`src/rtl/sram_ctrl_pkg.sv`:
```
// Shared types and constants for the SRAM bus slave: FSM states, select-field
// layout and the device-slot decode helper.
package sram_ctrl_pkg;

  localparam int unsigned BUS_W    = 32;
  localparam int unsigned SELECT_W = 16;
  localparam int unsigned BE_W     = 4;

  localparam logic [SELECT_W-1:0] SELECT_ZERO = '0;
  localparam logic [BE_W-1:0]     BE_N_NONE   = '1;

  typedef enum logic [2:0] {
    ST_IDLE,
    ST_SETUP,
    ST_ACCESS,
    ST_HOLD,
    ST_ACK
  } sram_state_t;

  function automatic logic [SELECT_W-1:0] dev_mask(input int unsigned dev_bit);
    return SELECT_W'(1) << dev_bit;
  endfunction

endpackage

```
`src/rtl/sram_ctrl_if.sv`:
```
// MMU-side physical memory bus: request from the master, read data and ack back.
interface sram_ctrl_if;
  import sram_ctrl_pkg::*;

  logic                bus_ce_i;
  logic [BUS_W-1:0]    bus_addr_i;
  logic [BUS_W-1:0]    bus_data_i;
  logic                bus_we_i;
  logic [SELECT_W-1:0] bus_select_i;
  logic [BUS_W-1:0]    bus_data_o;
  logic                bus_ack_o;

  modport master (
    output bus_ce_i, bus_addr_i, bus_data_i, bus_we_i, bus_select_i,
    input  bus_data_o, bus_ack_o
  );

  modport slave (
    input  bus_ce_i, bus_addr_i, bus_data_i, bus_we_i, bus_select_i,
    output bus_data_o, bus_ack_o
  );

endinterface

```
`src/rtl/sram_ctrl.sv`:
```
// Async-SRAM bus slave: one claimed request becomes one SRAM read/write cycle with
// WAIT_CYCLES strobe width (legal 1..15), followed by a one-cycle ack.
//   state  | meaning
//   IDLE   | controls inactive, waiting for a request with our device bit
//   SETUP  | ce_n low, addr/be_n (and write data) presented
//   ACCESS | oe_n (read) or we_n (write) low for WAIT_CYCLES cycles
//   HOLD   | write only: we_n released, ce/addr/dq held for data hold time
//   ACK    | controls inactive, bus_ack_o high
module sram_ctrl
  import sram_ctrl_pkg::*;
#(
  parameter int unsigned ADDR_W      = 20,
  parameter int unsigned WAIT_CYCLES = 2,
  parameter int unsigned DEV_BIT     = 4
) (
  input  logic              clk,
  input  logic              rst,
  sram_ctrl_if.slave        bus,
  output logic [ADDR_W-1:0] sram_addr_o,
  output logic [BUS_W-1:0]  sram_dq_o,
  input  logic [BUS_W-1:0]  sram_dq_i,
  output logic              sram_dq_oe,
  output logic              sram_ce_n,
  output logic              sram_oe_n,
  output logic              sram_we_n,
  output logic [BE_W-1:0]   sram_be_n
);

  localparam logic [3:0]          WAIT_LOAD = 4'(WAIT_CYCLES - 1);
  localparam logic [SELECT_W-1:0] DEV_MASK  = dev_mask(DEV_BIT);

  sram_state_t state;
  logic [3:0]  wait_cnt;
  logic        we_q;
  logic        claim;
  logic        unused_bus_bits;

  // Multiple device bits are claimed as long as ours is among them.
  assign claim = bus.bus_ce_i && ((bus.bus_select_i & DEV_MASK) != SELECT_ZERO);

  // Upper address bits alias and select bits other than ours belong to other slaves.
  assign unused_bus_bits = ^{bus.bus_addr_i, bus.bus_select_i};

  always_ff @(posedge clk or negedge rst) begin
    if (!rst) begin
      state          <= ST_IDLE;
      wait_cnt       <= '0;
      we_q           <= 1'b0;
      bus.bus_ack_o  <= 1'b0;
      bus.bus_data_o <= '0;
      sram_addr_o    <= '0;
      sram_dq_o      <= '0;
      sram_dq_oe     <= 1'b0;
      sram_ce_n      <= 1'b1;
      sram_oe_n      <= 1'b1;
      sram_we_n      <= 1'b1;
      sram_be_n      <= BE_N_NONE;
    end else begin
      unique case (state)
        ST_IDLE: begin
          if (claim) begin
            state       <= ST_SETUP;
            we_q        <= bus.bus_we_i;
            sram_addr_o <= bus.bus_addr_i[ADDR_W+1:2];
            sram_dq_o   <= bus.bus_data_i;
            sram_be_n   <= ~bus.bus_select_i[BE_W-1:0];
            sram_ce_n   <= 1'b0;
            sram_dq_oe  <= bus.bus_we_i;
          end
        end

        ST_SETUP: begin
          state     <= ST_ACCESS;
          wait_cnt  <= WAIT_LOAD;
          sram_oe_n <= we_q;
          sram_we_n <= ~we_q;
        end

        ST_ACCESS: begin
          if (wait_cnt == 4'd0) begin
            if (we_q) begin
              state     <= ST_HOLD;
              sram_we_n <= 1'b1;
            end else begin
              state          <= ST_ACK;
              bus.bus_data_o <= sram_dq_i;
              bus.bus_ack_o  <= 1'b1;
              sram_oe_n      <= 1'b1;
              sram_ce_n      <= 1'b1;
              sram_be_n      <= BE_N_NONE;
            end
          end else begin
            wait_cnt <= wait_cnt - 4'd1;
          end
        end

        ST_HOLD: begin
          state         <= ST_ACK;
          bus.bus_ack_o <= 1'b1;
          sram_ce_n     <= 1'b1;
          sram_dq_oe    <= 1'b0;
          sram_be_n     <= BE_N_NONE;
        end

        ST_ACK: begin
          // No claim here: the MMU replaces its request on this edge.
          state         <= ST_IDLE;
          bus.bus_ack_o <= 1'b0;
        end

        default: begin
          state         <= ST_IDLE;
          bus.bus_ack_o <= 1'b0;
          sram_dq_oe    <= 1'b0;
          sram_ce_n     <= 1'b1;
          sram_oe_n     <= 1'b1;
          sram_we_n     <= 1'b1;
          sram_be_n     <= BE_N_NONE;
        end
      endcase
    end
  end

endmodule
```
`src/flat_wrapper.sv`:
```
// flat-port wrapper written by rule: the top's interface ports become plain ports
module sram_ctrl_flat import sram_ctrl_pkg::*;
#(
  parameter int unsigned ADDR_W      = 20,
  parameter int unsigned WAIT_CYCLES = 2,
  parameter int unsigned DEV_BIT     = 4
)
  (clk, rst, sram_addr_o, sram_dq_o, sram_dq_i, sram_dq_oe, sram_ce_n, sram_oe_n, sram_we_n, sram_be_n, bus_bus_ce_i, bus_bus_addr_i, bus_bus_data_i, bus_bus_we_i, bus_bus_select_i, bus_bus_data_o, bus_bus_ack_o);
  sram_ctrl_if bus_i ();
  input  logic clk;
  input  logic rst;
  output logic [ADDR_W-1:0] sram_addr_o;
  output logic [BUS_W-1:0] sram_dq_o;
  input  logic [BUS_W-1:0] sram_dq_i;
  output logic sram_dq_oe;
  output logic sram_ce_n;
  output logic sram_oe_n;
  output logic sram_we_n;
  output logic [BE_W-1:0] sram_be_n;
  input wire logic [$bits(bus_i.bus_ce_i)-1:0] bus_bus_ce_i;
  input wire logic [$bits(bus_i.bus_addr_i)-1:0] bus_bus_addr_i;
  input wire logic [$bits(bus_i.bus_data_i)-1:0] bus_bus_data_i;
  input wire logic [$bits(bus_i.bus_we_i)-1:0] bus_bus_we_i;
  input wire logic [$bits(bus_i.bus_select_i)-1:0] bus_bus_select_i;
  output wire logic [$bits(bus_i.bus_data_o)-1:0] bus_bus_data_o;
  output wire logic [$bits(bus_i.bus_ack_o)-1:0] bus_bus_ack_o;
  assign bus_i.bus_ce_i = bus_bus_ce_i;
  assign bus_i.bus_addr_i = bus_bus_addr_i;
  assign bus_i.bus_data_i = bus_bus_data_i;
  assign bus_i.bus_we_i = bus_bus_we_i;
  assign bus_i.bus_select_i = bus_bus_select_i;
  assign bus_bus_data_o = bus_i.bus_data_o;
  assign bus_bus_ack_o = bus_i.bus_ack_o;
  sram_ctrl #(.ADDR_W(ADDR_W), .WAIT_CYCLES(WAIT_CYCLES), .DEV_BIT(DEV_BIT)) u_core (.clk(clk), .rst(rst), .bus(bus_i), .sram_addr_o(sram_addr_o), .sram_dq_o(sram_dq_o), .sram_dq_i(sram_dq_i), .sram_dq_oe(sram_dq_oe), .sram_ce_n(sram_ce_n), .sram_oe_n(sram_oe_n), .sram_we_n(sram_we_n), .sram_be_n(sram_be_n));
endmodule
```
`config.mk`:
```
export PLATFORM = sky130hd
export DESIGN_NAME = sram_ctrl_flat
export DESIGN_NICKNAME = d
export VERILOG_FILES = /design/src/rtl/sram_ctrl_pkg.sv /design/src/rtl/sram_ctrl_if.sv /design/src/rtl/sram_ctrl.sv /design/src/flat_wrapper.sv
export SDC_FILE = /design/constraint.sdc
export NUM_CORES = 1
export LEC_CHECK = 0
export BUFFER_PORTS_ARGS = -buffer_cell sky130_fd_sc_hd__buf_2
export CORE_ASPECT_RATIO = 1.25
export CORE_MARGIN = 10
export CORE_UTILIZATION = 49
export CTS_CLUSTER_DIAMETER = 80
export DETAILED_ROUTE_END_ITERATION = 10
export PLACE_DENSITY = 0.9
export SLEW_MARGIN = 20
export SYNTH_ARGS = -nofsm -noshare
export SYNTH_HDL_FRONTEND = slang
export SYNTH_SLANG_ARGS = --single-unit
```
`constraint.sdc`:
```
create_clock -name clk -period 2.7 [get_ports clk]
set_input_delay 0.135 -clock clk [delete_from_list [all_inputs] [get_ports clk]]
set_output_delay 0.135 -clock clk [all_outputs]
set_load 0.01 [all_outputs]
```
After elaboration in Yosys (flattened, before gate mapping). Cells that the tools add are included. W data, S select, Z words.

Register bits: 101. Bits in latches: 0. RAM bits: 0. Bits in read-only memories: 0. Output and inout bits: 93. Word-level logic and storage cells: 66. Memories kept: 0.

$add $sub $neg: 1. $mul: 0. Div/mod/pow operators: 0. Magnitude comparators: 0. Equal/unequal tests: 9. Shift-type cells: 0. Mux-type cells: 21. Bitwise logic cells: 6. Reductions and logical operators: 17.

Operators with widths (number): $mux W4 (4); $pmux W1 S3 (4); $pmux W3 S4 (1); $pmux W4 S3 (1); $reduce_and A3 Y1 (4); $mux W3 (3); $pmux W4 S2 (1); $reduce_and A2 Y1 (4); $eq A3 B2 Y1 const B (2); $mux W1 (6); $ne A2 B1 Y1 const B (3); $reduce_or A3 Y1 (2); $not A1 Y1 (5); $logic_not A4 Y1 (1); $ne A2 B2 Y1 const B (2); $not A4 Y4 (1); $reduce_and A4 Y1 (1); $reduce_or A2 Y1 (2); $sub A4 B1 Y4 const B (1); $eq A3 B1 Y1 const B (1); $eq A3 B3 Y1 const B (1); $logic_not A3 Y1 (1); $pmux W1 S2 (1); $reduce_bool A2 Y1 (1); $logic_and A1 B1 Y1 (1).

Depth between registers and ports, before layout.
Depth in word-level cells: 4. Gate-level depth with buffers: 7.

Worst setup path before layout. OpenSTA, ideal clock, no wires.

Path type: register -> register. Start point: reg u_core.wait_cnt[0]. End point: reg u_core.sram_be_n[0]. Setup time: 0.082 ns. Arrival time: 1.675 ns. Data required time: 2.618 ns. Setup slack: 0.943 ns. Stages on the path, launching flop included: 8. Path buffers: 1. Period minus slack after synthesis: 1.757 ns. Cell sequence: dfrtp_1 -> inv_1 -> ha_1 -> or3b_1 -> buf_6 -> nand2_4 -> o311a_4 -> mux2_4.

Cells in the longest elaborated chain, start to end: 3.

RTL lines: start: declaration (RTL line sram_ctrl.sv:33) `logic [3:0] wait_cnt;`; start signal: assignment (RTL line sram_ctrl.sv:93) `wait_cnt <= wait_cnt - 4'd1;`; $logic_not A4 Y1 (RTL line sram_ctrl.sv:80) `if (wait_cnt == 4'd0) begin`; $ne A2 B1 Y1 (no line); $reduce_and A4 Y1 (no line); end signal: assignment (RTL line sram_ctrl.sv:66) `sram_be_n <= ~bus.bus_select_i[BE_W-1:0];`; end: declaration (RTL line sram_ctrl.sv:26) `output logic [BE_W-1:0] sram_be_n`.

No other way between the ends. A chain may end at the register's enable or synchronous reset.

Final worst setup path.
Start point: reg u_core.state[1]. End point: reg u_core.sram_dq_o[20].

Cells in the longest elaborated chain, start to end: 2.

RTL lines: start: declaration (RTL line sram_ctrl.sv:32) `sram_state_t state;`; start signal: assignment (RTL line sram_ctrl.sv:46) `state <= ST_IDLE;`; start signal: assignment (RTL line sram_ctrl.sv:62) `state <= ST_SETUP;`; start signal: assignment (RTL line sram_ctrl.sv:73) `state <= ST_ACCESS;`; $logic_not A3 Y1 (RTL line sram_ctrl.sv:59) `unique case (state)`; $reduce_and A2 Y1 (no line); end signal: assignment (RTL line sram_ctrl.sv:65) `sram_dq_o <= bus.bus_data_i;`; end: declaration (RTL line sram_ctrl.sv:20) `output logic [BUS_W-1:0] sram_dq_o,`.

No other way between the ends.

==> impl_metrics.csv <==
group,metric,value,unit
critical_path,endpoint_kind,"flip-flop",
global_routing,grt_pass1_wl,19100,µm
floorplanning,initial_core_util,0.507,
timing,relSlewSlack,0.575,
timing,finalSetupViolCount,0,
status,outcome,"complete, no violations",
critical_path,start_kind,"flip-flop",
drt,postRouteAntennaNets,0,
drt,vias_per_cell,5.03,
timing,tns,0,ns
synth,syn_area_per_cell,15.8,µm²
floorplanning,die_h,124,µm
layout,syn_to_final_growth,44.7,%
critical_path,crit_arrival,2.39,ns
timing,fin_crit,2.15,ns
synth,syn_area,0.00423,mm²
global_routing,antenna_found_initial,1,
drt,post_drt_wl_per_cell,19.6,µm
drt,drtIter0Drc,107,
timing,report.final.slew_viol_count,0,
synth,synth_warnings,0,
timing,worst_pin_slew,0.637,ns
critical_path,path_class,"reg -> reg",
cts,cts_root_buffer,"clkbuf_8",
cts,cts_buffers,9,
floorplanning,rows,37,
flow_run,maxCapViolations,0,
synth,yosysTopAreaCellShare,0.556,
cts,path_clk_slew,0.09,ns
timing,fin_skew,0.0137,ns
floorplanning,ios,209,
critical_path,ff2ff_path_depth,4,
layout,fillCellCount,491,
worst_hold_path,min_from,"bus_bus_data_i[28]",
synth,synth_seq_cells,101,
floorplanning,die_w,103,µm
synth,yosys.area.top_type,"dfrtp_1",
worst_hold_path,hold_class,"in -> reg",
timing,fin_crit_sh,0.797,
timing,hold_violations,0,
placement,portBuffers,185,
global_routing,grt_max_degree,53,
cts,htree_levels,3,
floorplanning,die_area,0.0128,mm²
timing,rsz0062_at_grt,"false",
layout,num-nets-final,644,
power,ir_worst_vdd,0.000668,V
drt,route.detailed.drc,0,
global_routing,grt_usage,0.191,
placement,gp_routability_congestion,0.775,
critical_path,critPathRequiredTime,2.94,ns
layout,drive_gt1_frac,0.561,
cts,clk_latency,0.37,ns
critical_path,r2r-start,"u_core.state[1]",
placement,hpwlAfterDp,8130,µm
power,leakagePower,3.04,nW
synth,ys_seq_area_frac,0.600,
placement,place_area,0.00518,mm²
layout,postLayoutCellArea,0.00612,mm²
worst_hold_path,holdPathStages,2,
cts,cts.sinks,101,
timing,fmax,465,MHz
global_routing,grt_pass1_vias,3631,
synth,netlist-cell-type-count,38,
synth,syn_nets,385,
synth,synth_cells,267,
cts,cts_tree,"built",
drt,drt_wl_total,12300,µm
drt,drt-pass1-iter-count,6,
cts,cts_max_path_buffers,2,
drt,via_count,3162,
critical_path,path_max_fanout,34,
floorplanning,core-area,0.00833,mm²
critical_path,worstSetupStartpoint,"u_core.state[1]",
cts,cts_resized,0,
global_routing,overflow,0,
power,power_density,1090,mW/mm²
synth,synthTopCellsByArea,"dfrtp_1 56%, mux2_4 12%, mux2_2 12%",
[synth_stat cells, drive strengths merged]
| master | instances |
|---|---|
| nand3 | 2 |
| a31oi | 1 |
| or3b | 1 |
| mux2i | 1 |
| o311ai | 1 |
| and3b | 1 |
| nand4b | 1 |
| buf | 13 |
| nor2 | 8 |
| nor4b | 1 |
| o221ai | 1 |
| nor3 | 4 |
| o21ai | 6 |
| dfstp | 7 |
| o22a | 1 |
| nor3b | 2 |
| xor2 | 2 |
| and3 | 1 |
| o32a | 2 |
| nor2b | 1 |
| dfrtp | 94 |
| or2 | 1 |
| o311a | 1 |
| inv | 5 |
| nand2 | 13 |
| clkbuf | 1 |
| a21oi | 3 |
| ha | 2 |
| mux2 | 89 |
| o21ba | 1 |
[area by class of cell]
cell class,instances,area (µm²),area share
Clock inverter,6,70.1,0.0115
Sequential cell,101,2540,0.415
Inverter,5,18.8,0.00307
Multi-Input combinational cell,147,1540,0.251
Tap cell,97,121,0.0198
Clock buffer,10,128,0.0209
Antenna cell,1,2.50,0.000409
Timing Repair Buffer,262,1700,0.278
[where the power goes]
| group | switching, W | internal (W) |
|---|---|---|
| combinational | 0.00131 | 0.00155 |
| clock | 0.000538 | 0.000438 |
| sequential | 0.000521 | 0.00230 |
| total | 0.00237 | 0.00429 |
[registers in the layout (all words and copies together) (netlist names)]
| name | count |
|---|---|
| u_core.sram_dq_o | 32 |
| u_core.state | 3 |
| u_core.sram_addr_o | 20 |
| u_core.sram_ce_n | 1 |
| u_core.sram_oe_n | 1 |
| u_core.sram_we_n | 1 |
| u_core.we_q | 1 |
| u_core.bus.bus_data_o | 32 |
| u_core.wait_cnt | 4 |
| u_core.sram_be_n | 4 |
| u_core.sram_dq_oe | 1 |
| u_core.bus.bus_ack_o | 1 |
[critical path, cell delays in order, from the launching register on]
cell and delay [ns]:
dfrtp_1 0.61, nor3_4 0.37, and3_2 0.26, buf_4 0.38, mux2_2 0.40
[final timing paths]
check,end,slack [ns]
worst max-delay path,u_core.sram_dq_o[20],0.55
worst min-delay path,u_core.sram_dq_o[28],0.01
worst max register to register,u_core.sram_dq_o[20],0.55
worst min register to register,u_core.sram_dq_o[25],0.49
max in group asynchronous,u_core.bus.bus_data_o[1],1.65
min in group asynchronous,u_core.sram_addr_o[17],0.34
[routing by layer]
layer	track usage	vias to the layer above	wire length, µm
li1	-	1456	-
met1	0.203	1542	4570
met5	0	-	0
met3	0.0814	13	1270
met2	0.335	151	6320
met4	0.0610	0	169
[through the flow]
step           power [W]   util  hold slack, ns  std cells  worst slack (ns)
3_5_place_dp     0.00559  0.622           0.195        539             0.609
2_1_floorplan    0.00448      -          -0.161        267             0.943
4_1_cts          0.00665  0.730       0.0000308        625             0.592
3_3_place_gp     0.00543  0.622           0.182        539             0.655
6_report         0.00666  0.734          0.0143        629             0.548
5_1_grt          0.00707  0.734         0.00281        629             0.460
[layout by cell type, fill, tap and decap left out, types with 3 or more instances in the layout]
master         netlist  routed
nand2_1             11      11
mux2_1              11      11
nor2_1               8       8
buf_4                2       4
o21ai_0              6       6
buf_2                1     184
mux2_4              34      34
dfrtp_1             94      94
a21oi_1              3       3
inv_1                5       5
nor3_1               3       3
mux2_2              44      44
dfstp_2              7       7
dlygate4sd3_1        0      73
clkbuf_8             0       9
[what timing repair did]
action,4_1_cts,5_1_grt
buffers inserted,0,0
hold endpoints to repair,111,3
hold buffers,70,3
[logic make-up after synthesis]
group	synth area share
AOI/OAI and AO/OA	0.0305
xor gates and xnor gates	0.00414
adders and majority gates	0.00592
buffers and inverters	0.0367
DFF	0.600
muxes	0.270
and+or+nand+nor	0.0533
Note: power is estimated with default switching activity, not from simulation.
